### src/rtl/spi_reg_ctrl.sv
// SPI mode-0 target turning wr/addr/data frames into register bank accesses.
// Optional burst mode with address auto-increment: define SPI_ADDR_AUTOINC_EN.
module spi_reg_ctrl #(
    parameter int REG_W       = 8,
    parameter int ADDR_W      = 8,
    parameter int SYNC_STAGES = 2
) (
    input  logic              clk,
    input  logic              rst,
    input  logic              spi_cs_n,
    input  logic              spi_sclk,
    input  logic              spi_mosi,
    output logic              spi_miso,
    output logic              spi_miso_oe,
    output logic              req,
    output logic              wr_rdn,
    output logic [ADDR_W-1:0] addr,
    output logic [REG_W-1:0]  wdata,
    output logic              we,
    input  logic [REG_W-1:0]  rdata,
    input  logic              ack,
    input  logic              err,
    output logic              err_sticky,
    output logic              busy
);
    localparam int CW = $clog2(ADDR_W + REG_W + 1);
`ifdef SPI_ADDR_AUTOINC_EN
    localparam bit BURST = 1'b1;
`else
    localparam bit BURST = 1'b0;
`endif

    typedef enum logic [2:0] {
        IDLE, CMD, RD_REQ, RD_DATA, WR_DATA, WR_REQ, DONE
    } state_t;

    state_t state, state_nx;

    logic [SYNC_STAGES-1:0] cs_sync, sclk_sync, mosi_sync;
    logic              sclk_q, sclk_rise, sclk_fall, mosi_s;
    logic              cs_act, cs_q, late, late_now;
    logic [CW-1:0]     cnt;
    logic [ADDR_W-1:0] cmd_sh;
    logic [REG_W-1:0]  rx, tx;
    logic              last_cmd, last_wr, rd_end;

    assign last_cmd = (state == CMD) && sclk_rise && (cnt == CW'(ADDR_W));
    assign last_wr  = (state == WR_DATA) && sclk_rise && (cnt == CW'(REG_W - 1));
    // Rises seen while waiting for a late ack count toward the data field
    assign rd_end   = (state == RD_DATA) &&
                      ((sclk_rise && (cnt == CW'(REG_W - 1))) || (cnt >= CW'(REG_W)));
    assign late_now = late | sclk_fall;

    assign wdata       = rx;
    assign spi_miso_oe = cs_act;
    assign busy        = (state != IDLE);

    always_ff @(posedge clk) begin
        if (rst) state <= IDLE;
        else     state <= state_nx;
    end

    always_comb begin
        state_nx = state;
        req      = 1'b0;
        we       = 1'b0;
        wr_rdn   = 1'b0;
        unique case (state)
            IDLE: if (cs_act && !cs_q) state_nx = CMD;
            CMD: begin
                if (!cs_act)       state_nx = IDLE;
                else if (last_cmd) state_nx = cmd_sh[ADDR_W-1] ? WR_DATA : RD_REQ;
            end
            RD_REQ: begin
                req = 1'b1;
                if (!cs_act)  state_nx = IDLE;
                else if (ack) state_nx = RD_DATA;
            end
            RD_DATA: begin
                if (!cs_act)     state_nx = IDLE;
                else if (rd_end) state_nx = BURST ? RD_REQ : DONE;
            end
            WR_DATA: begin
                if (!cs_act)      state_nx = IDLE;
                else if (last_wr) state_nx = WR_REQ;
            end
            WR_REQ: begin
                req    = 1'b1;
                we     = 1'b1;
                wr_rdn = 1'b1;
                // An issued write always completes, even if CS has dropped
                if (ack) state_nx = !cs_act ? IDLE : (BURST ? WR_DATA : DONE);
            end
            DONE: if (!cs_act) state_nx = IDLE;
            default: state_nx = IDLE;
        endcase
    end

    always_ff @(posedge clk) begin
        if (rst) begin
            cs_sync    <= '1;
            sclk_sync  <= '0;
            mosi_sync  <= '0;
            sclk_q     <= 1'b0;
            sclk_rise  <= 1'b0;
            sclk_fall  <= 1'b0;
            mosi_s     <= 1'b0;
            cs_act     <= 1'b0;
            cs_q       <= 1'b0;
            late       <= 1'b0;
            cnt        <= '0;
            cmd_sh     <= '0;
            rx         <= '0;
            tx         <= '0;
            addr       <= '0;
            spi_miso   <= 1'b0;
            err_sticky <= 1'b0;
        end else begin
            cs_sync   <= {cs_sync[SYNC_STAGES-2:0], spi_cs_n};
            sclk_sync <= {sclk_sync[SYNC_STAGES-2:0], spi_sclk};
            mosi_sync <= {mosi_sync[SYNC_STAGES-2:0], spi_mosi};
            sclk_q    <= sclk_sync[SYNC_STAGES-1];
            sclk_rise <= sclk_sync[SYNC_STAGES-1] & ~sclk_q;
            sclk_fall <= ~sclk_sync[SYNC_STAGES-1] & sclk_q;
            mosi_s    <= mosi_sync[SYNC_STAGES-1];
            cs_act    <= ~cs_sync[SYNC_STAGES-1];
            cs_q      <= cs_act;
            if (req && ack && err) err_sticky <= 1'b1;
            unique case (state)
                IDLE: cnt <= '0;
                CMD: begin
                    if (sclk_rise) begin
                        cmd_sh <= {cmd_sh[ADDR_W-2:0], mosi_s};
                        cnt    <= last_cmd ? '0 : cnt + 1'b1;
                    end
                    if (last_cmd) addr <= {cmd_sh[ADDR_W-2:0], mosi_s};
                end
                RD_REQ: begin
                    if (sclk_rise) cnt <= cnt + 1'b1;
                    if (sclk_fall) late <= 1'b1;
                    // Host already clocked past the first bit: send zeros
                    if (ack) begin
                        tx <= late_now ? '0 : rdata;
                        if (late_now) err_sticky <= 1'b1;
                    end
                end
                RD_DATA: begin
                    if (rd_end)         cnt <= '0;
                    else if (sclk_rise) cnt <= cnt + 1'b1;
                    if (sclk_fall) begin
                        spi_miso <= tx[REG_W-1];
                        tx       <= tx << 1;
                    end
                    if (rd_end && BURST && cs_act) addr <= addr + 1'b1;
                end
                WR_DATA: begin
                    if (sclk_rise) begin
                        rx  <= {rx[REG_W-2:0], mosi_s};
                        cnt <= last_wr ? '0 : cnt + 1'b1;
                    end
                end
                WR_REQ: if (ack && BURST && cs_act) addr <= addr + 1'b1;
                default: ;
            endcase
            if (state != RD_DATA) spi_miso <= 1'b0;
            if (state != RD_REQ)  late <= 1'b0;
        end
    end
endmodule

### config.mk
export PLATFORM = sky130hd
export DESIGN_NAME = spi_reg_ctrl
export DESIGN_NICKNAME = d
export VERILOG_FILES = /design/src/rtl/spi_reg_ctrl.sv
export SDC_FILE = /design/constraint.sdc
export NUM_CORES = 1
export LEC_CHECK = 0
export ABC_AREA = 1
export CAP_MARGIN = 20
export CORE_UTILIZATION = 53
export DETAILED_ROUTE_END_ITERATION = 7
export MAX_ROUTING_LAYER = met4
export PLACE_DENSITY = 0.76
export SLEW_MARGIN = 15
export SYNTH_ARGS = -nofsm -noshare
export SYNTH_HDL_FRONTEND = slang
export SYNTH_SLANG_ARGS = --single-unit
### constraint.sdc
create_clock -name clk -period 2.1 [get_ports clk]
set_clock_uncertainty 0.15 [all_clocks]
set_input_delay 0.21 -clock clk [delete_from_list [all_inputs] [get_ports clk]]
set_output_delay 0.21 -clock clk [all_outputs]
set_load 0.01 [all_outputs]
==> summary.md <==
| Metric | Value |
|---|---|
| Status | `complete, no violations` |
| Critical path launch point type | `register` |
| Post-synth top cells | `59 x nor2_1, 57 x nand2_1, 55 x dfxtp_1, 30 x o21ai_0, 28 x inv_1` |
| Max stage delay on crit path | `560 ps` |
| Largest net degree at the start of global routing | `32` |
| Max_cap viols | `0` |
| Clk pin slew, worst setup/hold paths | `90 ps` |
| Vias | `2,138` |
| Fill cells | `361` |
| Avg WL per Cell | `11.6 um` |
| Unrepaired setup endpoints after global routing | `no` |
| Top-count cell post-synth | `nor2_1` |
| Post-CTS setup-driven buffer insertion count | `0` |
| Core box area | `4140 sq um` |
| Share of the synthesized area in the top cell type | `46.3%` |
| FMAX | `0.509 GHz` |
| Critical path cell sequence | `inv_1 -> nand2_1 -> nor2_4 -> clkdlybuf4s50_1` |
| Area delta synth->final | `21.5%` |
| Setup crit end kind | `output pin` |
| Number of remaining DRC errors | `0` |
| Net count, final | `378` |
| HP Class | `reg -> reg` |
| Initial Utilization | `57.4%` |
| Post-synth cell types | `28` |
| Root buf cell | `clkbuf_8` |
| CTS Sinks | `55` |
| Routed WL | `4780 um` |
| Setup TNS | `0 ps` |
| IO Pins | `38` |
| DR iter-0 viols | `219` |
| Primary FF master, synth | `dfxtp_1` |
| Total track usage | `22.6%` |
| Post-synth EDFFs | `0` |
| Crit path kind | `reg -> out` |
| Placed cell areas | `2780 sq um` |
| Arrival time at the worst endpoint | `1610 ps` |
| Ys Warns | `0` |
| Pins Over Slew Limit | `0` |
| Post-synthesis sequential area ratio | `46.3%` |
| Worst r2r src | `state[1]` |
| Max H-tree Level | `2` |
| Synth top area cells | `dfxtp_1 46%, nor2_1 9.3%, nand2_1 9.0%` |
| Initial antenna violation count | `0` |
| Reg2reg setup slack | `410 ps` |
| Cell Area, Synth | `2380 sq um` |
| Clock Path Buffers | `2` |
| Skew-Pair Late Insertion Delay | `300 ps` |
| DR vias/cell | `5.20` |
| Die width | `69.0 um` |
| CTS tree | `yes` |
| Hold Fails Final Rpt | `0` |
| Min Tclk post-route | `1970 ps` |
| Crit path max fanout | `5` |
| Total power divided by cell area | `877 nW/um^2` |
| # diodes | `0` |
| Max IR drop VDD | `0.563 mV` |
| Hold_sp | `cs_sync[1]` |
| Overflow after GRT | `0` |
| Standard-cell rows | `23` |
| Synthesis-stage register bit count | `55` |
| Total die area | `4760 sq um` |
| Routed Antenna Nets | `0` |
| Final setup violation count | `0` |
| Worst Max-Slew Pin Slew | `334 ps` |
| Crit-path slowest cell | `clkdlybuf4s50_1` |
| First-pass GRT wire length | `7710 um` |
| Leakage | `1.24 nW` |
| Synthesized Nets | `341` |
| Reg2Reg Capture Point | `cnt[4]` |
| WP data required | `1740 ps` |
| Synthesized netlist cell count | `324` |
| Number of buffers added on ports | `37` |
| R2R depth | `8` |
| Rel. slew slack | `77.7%` |
| Worst hold path cell count | `1` |
| Fraction of the cycle the final worst path needs | `93.6%` |
| Routability Congestion | `0.884` |
| Average size of a mapped cell | `7.34 sq um` |
| First-pass iteration count of the detailed router | `4` |
| Hold EP | `spi_miso_oe` |
| Die Ht | `69.0 um` |
| Vias in the first global route | `1,794` |
| DP HPWL | `3410 um` |
| Non-Filler Cell Area, Final | `2890 sq um` |
| Inserted Clock Buffers | `5` |
| Share of layout cells above drive strength 1 | `8.86%` |
| Ys async rst share | `0%` |
| Area leader, netlist | `dfxtp_1` |
## per-stage QoR
stage	power (mW)	setup WS [ps]	hold slack [ps]	std cells	util [%]
2_1_floorplan	1.67	642	164	324	-
3_3_place_gp	1.85	262	223	404	67.1
3_5_place_dp	1.87	247	232	404	67.1
4_1_cts	2.53	14.9	249	411	69.5
5_1_grt	2.69	26.9	249	411	69.7
6_report	2.53	135	252	411	69.7
## cells in the final DEF, fill, tap and decap left out, drive strengths merged
| cell | n |
|---|---|
| mux2i | 1 |
| clkdlybuf4s50 | 36 |
| a21oi | 26 |
| or2 | 2 |
| o21ai | 36 |
| buf | 5 |
| nor3 | 4 |
| nor2 | 63 |
| bufinv | 1 |
| nand3 | 22 |
| o21a | 1 |
| a22oi | 8 |
| ha | 2 |
| xnor2 | 1 |
| dlygate4sd2 | 1 |
| inv | 32 |
| dfxtp | 55 |
| clkbuf | 6 |
| nand2 | 59 |
## sequential cells by signal, indices dropped and copies added, names as in the netlist, 2 cells and up
signal     cells
addr           8
cnt            5
cmd_sh         8
cs_sync        2
mosi_sync      2
state          3
tx             8
sclk_sync      2
wdata          8
## final cells by class
class | instances | area [sq um] | area share (%)
clock inverter | 1 | 30.0 | 1.04
timing repair buffer | 42 | 407 | 14.1
clock buffer | 6 | 72.6 | 2.51
multi-input combinational | 225 | 1090 | 37.8
tap | 50 | 62.6 | 2.17
sequential | 55 | 1100 | 38.2
inverter | 32 | 123 | 4.24
## what timing repair did
item	in CTS	in global routing
gates resized for setup	1	3
hold buffers	0	0
setup endpoints to repair	1	3
## where the power goes
part	switching, mW	internal, mW
logic	0.428	0.240
clock network	0.321	0.350
registers	0.0710	1.12
## critical path: cells and delay by family, from the launching register on
family	cells	cell delay, ps
flops	1	350
buf+inv	2	640
simple gates	2	310
## metal layers
layer | GRT usage (%) | wire length (um)
met1 | 28.8 | 2280
met2 | 35.4 | 2220
met4 | 6.89 | 48
met5 | - | 0
met3 | 5.43 | 239
## cells by family (layout without fill, tap and decap cells)
| kind of cell | Yosys count | count (layout) | share of synthesized area, % |
|---|---|---|---|
| simple gates | 150 | 150 | 26.1 |
| compound gates | 71 | 71 | 17.7 |
| mux | 1 | 1 | 0.421 |
| buf+inv | 44 | 81 | 8.00 |
| fa+ha+maj | 2 | 2 | 1.05 |
| xor+xnor | 1 | 1 | 0.368 |
| flops | 55 | 55 | 46.3 |
## worst max-delay path by stage
stage | from | endpoint | slack (ps) | depth (start not counted)
final | state[1] | we | 130 | 4
after global placement | state[1] | req | 260 | 5
after global routing | state[1] | we | 30 | 4
after floorplan | cnt[0] | state[2] | 640 | 10
after detailed placement | state[1] | req | 250 | 5
after CTS | state[2] | we | 10 | 3
(Power assumes the default switching activity.)
